$ cat src/rtl/midi_pkg.sv
// ---------------------------------------------------------------------------
// midi_pkg
// Shared definitions for the voice allocator: MIDI status codes, the
// all-notes-off controller number, reset defaults for a voice slot, the
// parsed-message struct, the message classifier and the allocator FSM states.
// ---------------------------------------------------------------------------
package midi_pkg;

  // MIDI status high nibbles
  localparam logic [3:0] NOTE_OFF = 4'h8;
  localparam logic [3:0] NOTE_ON  = 4'h9;
  localparam logic [3:0] CTRL     = 4'hB;

  // Controller number that silences every voice
  localparam logic [7:0] ALL_NOTES_OFF = 8'd123;

  localparam int NOTE_W = 7;

  // Voice slot defaults: middle C and its period
  localparam logic [NOTE_W-1:0] DEFAULT_NOTE   = 7'd60;
  localparam int                DEFAULT_PERIOD = 747;

  typedef enum logic [1:0] {
    ST_IDLE,
    ST_ALLOC,
    ST_LOOKUP,
    ST_WRITE
  } va_state_e;

  typedef enum logic [1:0] {
    MSG_IGNORE,
    MSG_NOTE_ON,
    MSG_NOTE_OFF,
    MSG_ALL_OFF
  } msg_kind_e;

  typedef struct packed {
    logic [3:0] status;
    logic [7:0] b1;
    logic [7:0] b2;
  } midi_msg_t;

  // Note-on with velocity 0 is a note-off. A data byte with bit 7 set is not
  // a valid data byte, so such messages are dropped on the floor.
  function automatic msg_kind_e classify(input midi_msg_t m);
    msg_kind_e k;
    k = MSG_IGNORE;
    if (!m.b1[7]) begin
      if (m.status == NOTE_ON && m.b2 != 8'd0)
        k = MSG_NOTE_ON;
      else if (m.status == NOTE_OFF || m.status == NOTE_ON)
        k = MSG_NOTE_OFF;
      else if (m.status == CTRL && m.b1 == ALL_NOTES_OFF)
        k = MSG_ALL_OFF;
    end
    return k;
  endfunction

endpackage

$ cat src/rtl/lru_tracker.sv
// ---------------------------------------------------------------------------
// lru_tracker
// Keeps an age per voice slot (0 = most recently allocated). The ages are
// always a permutation of 0..NUM_VOICES-1, so exactly one slot carries the
// maximum age and that slot is the steal candidate.
//
// Ports
//   clk_in      clock
//   rst_in      async active-low reset; slot v starts with age v
//   touch_i     mark touch_idx_i as just allocated (one-cycle strobe)
//   touch_idx_i slot being allocated
//   oldest_o    slot holding age NUM_VOICES-1
// ---------------------------------------------------------------------------
module lru_tracker #(
  parameter int NUM_VOICES = 4,
  parameter int IDX_W      = $clog2(NUM_VOICES)
) (
  input  logic             clk_in,
  input  logic             rst_in,
  input  logic             touch_i,
  input  logic [IDX_W-1:0] touch_idx_i,
  output logic [IDX_W-1:0] oldest_o
);

  logic [NUM_VOICES-1:0][IDX_W-1:0] age_q;
  logic [IDX_W-1:0]                 touch_age;

  assign touch_age = age_q[touch_idx_i];

  // Slots younger than the touched one move back by one; the touched slot
  // becomes youngest. Older slots keep their age, so the set stays a
  // permutation.
  always_ff @(posedge clk_in or negedge rst_in) begin
    if (!rst_in) begin
      for (int v = 0; v < NUM_VOICES; v++) age_q[v] <= IDX_W'(v);
    end else if (touch_i) begin
      for (int v = 0; v < NUM_VOICES; v++) begin
        if (IDX_W'(v) == touch_idx_i)
          age_q[v] <= '0;
        else if (age_q[v] < touch_age)
          age_q[v] <= age_q[v] + IDX_W'(1);
      end
    end
  end

  always_comb begin
    oldest_o = '0;
    for (int v = 0; v < NUM_VOICES; v++)
      if (age_q[v] == IDX_W'(NUM_VOICES - 1)) oldest_o = IDX_W'(v);
  end

endmodule

$ cat src/rtl/voice_allocator.sv
// ---------------------------------------------------------------------------
// voice_allocator
// Polyphonic note scheduler between the MIDI parser and the per-voice
// generators. Note-ons pick a slot (retrigger > lowest free > oldest), fetch
// the period from a shared external lookup, then write the slot. Note-offs
// and all-notes-off act on the gates directly from IDLE.
//
// Ports
//   clk_in, rst_in         clock, async active-low reset
//   status/data_byte1/2    parsed MIDI message, qualified by valid_in
//   msg_ready_out          high only in IDLE; valid_in while low is dropped
//   lut_req_out/note_out   lookup request, note held until lut_valid_in
//   lut_period_in/valid_in lookup answer, only honoured in LOOKUP
//   voice_gate_out         per-voice gate
//   voice_note_out         per-voice note, voice v at [7v+6:7v]
//   voice_period_out       per-voice period, voice v at [PW*v +: PW]
//   voice_update_out       one-cycle pulse with each new period
//   drop_count_out         saturating count of dropped messages
// ---------------------------------------------------------------------------
module voice_allocator
  import midi_pkg::*;
#(
  parameter int NUM_VOICES = 4,
  parameter int PERIOD_W   = 24
) (
  input  logic                             clk_in,
  input  logic                             rst_in,
  input  logic [3:0]                       status,
  input  logic [7:0]                       data_byte1,
  input  logic [7:0]                       data_byte2,
  input  logic                             valid_in,
  output logic                             msg_ready_out,
  output logic                             lut_req_out,
  output logic [NOTE_W-1:0]                lut_note_out,
  input  logic [PERIOD_W-1:0]              lut_period_in,
  input  logic                             lut_valid_in,
  output logic [NUM_VOICES-1:0]            voice_gate_out,
  output logic [NOTE_W*NUM_VOICES-1:0]     voice_note_out,
  output logic [PERIOD_W*NUM_VOICES-1:0]   voice_period_out,
  output logic [NUM_VOICES-1:0]            voice_update_out,
  output logic [7:0]                       drop_count_out
);

  localparam int IDX_W = $clog2(NUM_VOICES);

  va_state_e                              state_q;
  logic [NOTE_W-1:0]                      note_q;
  logic [IDX_W-1:0]                       tgt_q, tgt_d;
  logic [PERIOD_W-1:0]                    period_q;
  logic                                   lut_req_q;
  logic [NUM_VOICES-1:0]                  gate_q, update_q;
  logic [NUM_VOICES-1:0][NOTE_W-1:0]      vnote_q;
  logic [NUM_VOICES-1:0][PERIOD_W-1:0]    vperiod_q;
  logic [7:0]                             drop_q;

  midi_msg_t             msg;
  msg_kind_e             kind;
  logic                  accept;
  logic [NUM_VOICES-1:0] off_mask;
  logic [IDX_W-1:0]      oldest;

  assign msg           = {status, data_byte1, data_byte2};
  assign kind          = classify(msg);
  assign msg_ready_out = (state_q == ST_IDLE);
  assign accept        = valid_in && msg_ready_out;

  // Voices sounding the note named in the incoming message
  always_comb begin
    off_mask = '0;
    for (int v = 0; v < NUM_VOICES; v++)
      off_mask[v] = gate_q[v] && (vnote_q[v] == data_byte1[NOTE_W-1:0]);
  end

  // Slot choice for the latched note. Descending scan so the lowest index
  // wins among free slots; at most one gated slot can hold the same note.
  always_comb begin
    logic             hit, free;
    logic [IDX_W-1:0] hit_idx, free_idx;
    hit      = 1'b0;
    free     = 1'b0;
    hit_idx  = '0;
    free_idx = '0;
    for (int v = NUM_VOICES - 1; v >= 0; v--) begin
      if (gate_q[v] && vnote_q[v] == note_q) begin
        hit     = 1'b1;
        hit_idx = IDX_W'(v);
      end
      if (!gate_q[v]) begin
        free     = 1'b1;
        free_idx = IDX_W'(v);
      end
    end
    if (hit)       tgt_d = hit_idx;
    else if (free) tgt_d = free_idx;
    else           tgt_d = oldest;
  end

  lru_tracker #(
    .NUM_VOICES (NUM_VOICES),
    .IDX_W      (IDX_W)
  ) u_lru (
    .clk_in      (clk_in),
    .rst_in      (rst_in),
    .touch_i     (state_q == ST_WRITE),
    .touch_idx_i (tgt_q),
    .oldest_o    (oldest)
  );

  always_ff @(posedge clk_in or negedge rst_in) begin
    if (!rst_in) begin
      state_q   <= ST_IDLE;
      note_q    <= DEFAULT_NOTE;
      tgt_q     <= '0;
      period_q  <= PERIOD_W'(DEFAULT_PERIOD);
      lut_req_q <= 1'b0;
      gate_q    <= '0;
      update_q  <= '0;
      drop_q    <= '0;
      for (int v = 0; v < NUM_VOICES; v++) begin
        vnote_q[v]   <= DEFAULT_NOTE;
        vperiod_q[v] <= PERIOD_W'(DEFAULT_PERIOD);
      end
    end else begin
      update_q <= '0;
      if (valid_in && !msg_ready_out && drop_q != 8'hFF)
        drop_q <= drop_q + 8'd1;

      case (state_q)
        ST_IDLE: begin
          if (accept) begin
            case (kind)
              MSG_NOTE_ON: begin
                note_q  <= data_byte1[NOTE_W-1:0];
                state_q <= ST_ALLOC;
              end
              MSG_NOTE_OFF: gate_q <= gate_q & ~off_mask;
              MSG_ALL_OFF:  gate_q <= '0;
              default: ;
            endcase
          end
        end
        ST_ALLOC: begin
          tgt_q     <= tgt_d;
          lut_req_q <= 1'b1;
          state_q   <= ST_LOOKUP;
        end
        ST_LOOKUP: begin
          if (lut_valid_in) begin
            period_q  <= lut_period_in;
            lut_req_q <= 1'b0;
            state_q   <= ST_WRITE;
          end
        end
        ST_WRITE: begin
          // A steal or retrigger leaves the gate high; only note/period move
          gate_q[tgt_q]    <= 1'b1;
          vnote_q[tgt_q]   <= note_q;
          vperiod_q[tgt_q] <= period_q;
          update_q[tgt_q]  <= 1'b1;
          state_q          <= ST_IDLE;
        end
        default: state_q <= ST_IDLE;
      endcase
    end
  end

  assign lut_req_out      = lut_req_q;
  assign lut_note_out     = note_q;
  assign voice_gate_out   = gate_q;
  assign voice_note_out   = vnote_q;
  assign voice_period_out = vperiod_q;
  assign voice_update_out = update_q;
  assign drop_count_out   = drop_q;

endmodule
$ cat config.mk
export PLATFORM = sky130hd
export DESIGN_NAME = voice_allocator
export DESIGN_NICKNAME = d
export VERILOG_FILES = /design/src/rtl/midi_pkg.sv /design/src/rtl/lru_tracker.sv /design/src/rtl/voice_allocator.sv
export SDC_FILE = /design/constraint.sdc
export NUM_CORES = 1
export LEC_CHECK = 0
export ABC_AREA = 1
export CAP_MARGIN = 20
export CORE_MARGIN = 3
export CORE_UTILIZATION = 52
export CTS_BUF_LIST = sky130_fd_sc_hd__clkbuf_4
export DETAILED_ROUTE_END_ITERATION = 8
export PLACE_DENSITY = 0.83
export SYNTH_ARGS = -nofsm -noshare
export SYNTH_HDL_FRONTEND = slang
export SYNTH_SLANG_ARGS = --single-unit
$ cat constraint.sdc
create_clock -name clk_in -period 2.55 [get_ports clk_in]
set_input_delay 0.51 -clock clk_in [delete_from_list [all_inputs] [get_ports clk_in]]
set_output_delay 0.51 -clock clk_in [all_outputs]
set_load 0.02 [all_outputs]
; After elaboration in Yosys (flattened, before gate mapping)
; Cells that the tools add are included.
[classes]
bitwise_logic = 3
magnitude_cmp = 6
n_addsub = 5
n_eq_ne = 29
reduce_logical = 34
n_mux = 53
[ops]
columns = op, count
row1 = $bwmux W96, 1
row2 = $eq A7 B7 Y1, 8
row3 = $mux W2, 28
row4 = $demux W24 S2, 1
row5 = $bwmux W28, 1
row6 = $mux W24, 1
row7 = $pmux W4 S2, 2
row8 = $demux W7 S2, 1
row9 = $eq A2 B2 Y1 const B, 7
row10 = $logic_and A1 B1 Y1, 14
row11 = $eq A4 B4 Y1 const B, 3
row12 = $reduce_and A2 Y1, 6
row13 = $reduce_bool A2 Y1, 6
row14 = $mux W1, 11
row15 = $reduce_and A3 Y1, 3
row16 = $add A2 B1 Y2 const B, 4
row17 = $add A8 B1 Y8 const B, 1
row18 = $eq A8 B7 Y1 const B, 1
row19 = $lt A2 B2 Y1, 4
row20 = $mux W4, 2
row21 = $ne A8 B8 Y1 const B, 1
row22 = $pmux W2 S4, 1
row23 = $reduce_bool A8 Y1, 1
row24 = $mux W7, 1
row25 = 17 further kinds, 21
[word_totals]
ff_bits = 184
elab_cells = 150
out_inout_bits = 149
in_bits = 48

; Longest topological paths before layout
[logic_depth]
ltp_word = 10
ltp_mapped = 12
mapped_depth_nobuf = 11

; By module
; A second synthesis with hierarchy kept.
[hier_totals]
hier_cells = 967
area_unflattened_um2 = 8593.2
[modules_own_cells]
columns = mod, area_per_inst_um2, seq_area_each_um2, cells_per_inst, n_inst
row1 = voice_allocator, 7915.1, 4473.0, 861, 1
row2 = lru_tracker, 678.2, 205.2, 106, 1

; Least setup slack after synthesis
; OpenSTA, ideal clock, no wires.
[synth_path]
kind = register to register
from = register tgt_q[1]
to = register u_lru.age_q[3] (netlist bit)
path_stages_with_launch = 10
period_less_slack_ns = 1.854
required_ns = 2.433
slack_ns = 0.696
path_buffers = 0
setup_ns = 0.117
t_arrival_ns = 1.737
cell_sequence = dfrtp_1 inv_1 nand2_2 inv_1 a221oi_1 ha_1 nand2_1 nand2_1 nand3_1 nand2_1
[synth_via]
elab_chain_cells = 5
elab_cells_between_ends = 7
classes_between = order compare (1) / eq/ne (1) / mux (3) / reduce/logical (2)
[synth_lines]
columns = element, line
row1 = from (decl), voice_allocator.sv:48  ; logic [IDX_W-1:0] tgt_q, tgt_d;
row2 = from (signal assigned), voice_allocator.sv:143  ; tgt_q <= tgt_d;
row3 = $bmux W2 S2, lru_tracker.sv:28  ; assign touch_age = age_q[touch_idx_i];
row4 = $mux W2 (implied by the code), lru_tracker.sv:28
row5 = $lt A2 B2 Y1, lru_tracker.sv:40  ; else if (age_q[v] < touch_age)
row6 = $reduce_bool A2 Y1 (no line), n/a
row7 = $reduce_and A2 Y1 (no line), n/a
row8 = "to (signal, indexed assignment)", lru_tracker.sv:41  ; age_q[v] <= age_q[v] + IDX_W'(1);
row9 = to (decl), lru_tracker.sv:25  ; logic [NUM_VOICES-1:0][IDX_W-1:0] age_q;
; Several ways; a longest one is shown, not always the timed one. The select of a mux whose other input is x is not followed.
; A chain may end at the register's enable or synchronous reset.

; Final worst setup path
[layout_path]
from = register note_q[5], in the netlist lut_note_out[5]
to = output port lut_note_out[5]
[layout_rtl]
columns = element, line
row1 = from (decl), voice_allocator.sv:47  ; logic [NOTE_W-1:0] note_q;
row2 = from (signal assigned), voice_allocator.sv:133  ; note_q <= data_byte1[NOTE_W-1:0];
row3 = to (decl), voice_allocator.sv:34  ; output logic [NOTE_W-1:0] lut_note_out,
; No word-level cell between the ends.

==> results.json <==
{
  "viasPerCell": 5.184,
  "cts_buffers": 17,
  "fin_util_pct": 70.03,
  "maxSlewViolCount": 0,
  "ys_seq_area_share_pct": 55.65,
  "wl_mm": 22.30,
  "ys_ff_latch": 184,
  "path_buf_inv": 1,
  "worst_setup_hold_path_clk_slew_ns": 0.16,
  "grt_max_degree": 62,
  "async_flop_share_pct": 100.0,
  "final.setup.tns_ns": 0,
  "cp.depth": 1,
  "dieArea_um2": 17730,
  "grt_pass1_vias": 6953,
  "p_leak_nw": 4.780,
  "drt_first_pass_iters": 5,
  "ir_drop_v": 0.0006761,
  "layout_min_cycle_time_ns": 2.442,
  "fin_skew_ns": 0.02636,
  "rsz0062_at_grt": "no",
  "synth_area_um2": 8407,
  "maxSlewHeadroom_pct": 58.15,
  "hold_class": "in -> async",
  "placed_cells": 1350,
  "power_mw": 12.91,
  "syn_inst": 974,
  "cts-root-buf": "clkbuf_4",
  "worstPathArrival_ns": 1.93,
  "cts_tree": "built",
  "preCtsSetupSlack_ns": 0.2849,
  "r2r-start": "tgt_q[0]$_DFFE_PN0P_",
  "die_w_um": 133.2,
  "cap_violations": 0,
  "critPathCaptureType": "output pin",
  "ys_types": 36,
  "synthesis.nets": 1034,
  "mostFrequentLayoutCells": "nand2_1, clkdlybuf4s50_1, dfrtp_1, o21ai_0, inv_1",
  "ys.warnings.count": 0,
  "path_cells": "clkdlybuf4s50_1",
  "drive_gt1_share_pct": 12.37,
  "drt_first_iter_violations": 466,
  "max_freq_mhz": 409.4,
  "reg2reg_slack_ns": 0.39,
  "drc": 0,
  "start_util_pct": 54.29,
  "nets": 1219,
  "multi_input_area_um2": 3131,
  "post-route-period-util_pct": 95.78,
  "status": "complete, no violations",
  "critPathTopFamily": "flip-flops",
  "fin_area_um2": 10840,
  "rows": 45,
  "crit_path_start": "lut_note_out[5]$_DFFE_PN1P_",
  "path_max_fanout": 13,
  "cp_slowest_stage_delay_ns": 0.71,
  "finalNonFillerCells": 1384,
  "r2r_end": "u_lru.age_q[4]$_DFFE_PN0P_",
  "hold_slack_ns": 0.4489,
  "detail_route.wl_per_cell_um": 16.11,
  "ant_nets": 0,
  "crit_slowest_cell": "dfstp_2",
  "path_class": "reg -> out",
  "n_fill_cell": 1227,
  "grt-ovfl-total": 0,
  "io_pins": 197,
  "vias": 7174,
  "coreArea_um2": 15480,
  "critPathLaunchType": "register",
  "final-hold-violation-count": 0,
  "worst_pin_slew_ns": 0.6278,
  "synth_edf_count": 0,
  "endpoint": "lut_note_out[5]",
  "worst_r2r_path_depth": 10,
  "synth_ff_type": "dfrtp_1",
  "gp_congestion": 0.9402,
  "grt_pass1_wl_mm": 36.16,
  "cts_max_level": 4,
  "worstSkewPairLatency_ns": 0.57,
  "finalSetupViolCount": 0,
  "post-dp-hpwl_mm": 16.16,
  "worst_slack_ns": 0.1075,
  "grt.total_usage_pct": 25.50,
  "clock_path_buffers": 2,
  "cts.sinks": 184,
  "port_buffers": 196,
  "antenna_found_initial": 0,
  "synth.avg_cell_area_um2": 8.631,
  "seqCellArea_um2": 4678,
  "post_cts_buffers": 0,
  "final_common_cell": "nand2_1",
  "placed_area_um2": 10570,
  "cp.required_ns": 2.04,
  "p_per_area_nw_per_um2": 1191,
  "areaGrowthSynthToFinish_pct": 28.98,
  "die_h_um": 133.2
}
## state kept, by name, indices dropped and copies added (netlist names)
register and cells:
lut_req_out 1, voice_gate_out 4, voice_period_out 96, voice_update_out 4, state_q 2, drop_count_out 8, voice_note_out 28, tgt_q 2
period_q 24, lut_note_out 7, u_lru.age_q 8
## what timing repair did
action	4_1_cts	5_1_grt
gates resized for setup	1	0
endpoints found under the setup margin	1	0
hold buffers	1	0
hold endpoints to repair	30	0
## cell usage after synthesis, types with 2 or more instances
cell	count	area share, %
inv_2	11	0.49
buf_6	4	0.54
a21oi_2	2	0.21
nor3_1	4	0.24
ha_1	12	1.8
dfstp_2	59	18
nor2_1	44	2.0
nand4_1	16	1.2
inv_1	86	3.8
o211ai_1	2	0.18
buf_2	30	1.8
nand2_2	9	0.67
xor2_1	9	0.94
o21ai_0	89	5.3
clkbuf_1	7	0.31
o21ai_2	10	1.0
a21oi_1	7	0.42
nor2_4	3	0.40
xnor2_1	19	2.0
o21ai_1	69	4.1
nand2_1	326	15
nor2_2	2	0.15
nand3_1	17	1.0
dfrtp_1	125	37
## area by class of cell
cell class,instances,share of cell area [%]
antenna,1,0.02308
clock buffer,17,1.177
clock inverter,15,1.281
inverter,97,3.358
multi-input combinational,650,28.87
sequential,184,43.15
tap,211,2.435
timing repair buffer,209,19.71
## metal layers
metal / wire length [µm] / up-vias / GRT usage, %
li1: - / 3457 / -
met1: 9569 / 3405 / 34.53
met2: 10350 / 275 / 39.64
met3: 1900 / 37 / 8.195
met4: 479 / 0 / 7.829
met5: 0 / - / 0
## worst min path at each step
stage / from / to / slack, ns / cells after the start
floorplan: rst_in / drop_count_out[0]$_DFFE_PN0P_ / 0.21 / 0
global placement: voice_period_out[29]$_DFFE_PN1P_ / voice_period_out[29]$_DFFE_PN1P_ / 0.46 / 2
detailed placement: voice_period_out[29]$_DFFE_PN1P_ / voice_period_out[29]$_DFFE_PN1P_ / 0.46 / 2
CTS: lut_period_in[5] / period_q[5]$_DFFE_PN1P_ / 0.40 / 3
global route: lut_period_in[0] / period_q[0]$_DFFE_PN1P_ / 0.44 / 3
finish: rst_in / voice_period_out[4]$_DFFE_PN0P_ / 0.45 / 2
## power breakdown
group / switching (mW) / internal (mW)
Sequential: 0.916 / 4.29
Clock: 1.09 / 0.428
Combinational: 3.59 / 2.61
## cells by family (layout without fill, tap and decap cells)
family,count (synthesis),count (layout),share of synthesized area (%)
other cells,0,1,0
flops,184,184,55.65
xor+xnor,28,28,2.917
simple gates,426,426,20.78
compound gates,184,184,11.76
buf+inv,140,338,7.114
fa+ha+maj,12,12,1.786
Power figures use the tool's default switching activity.
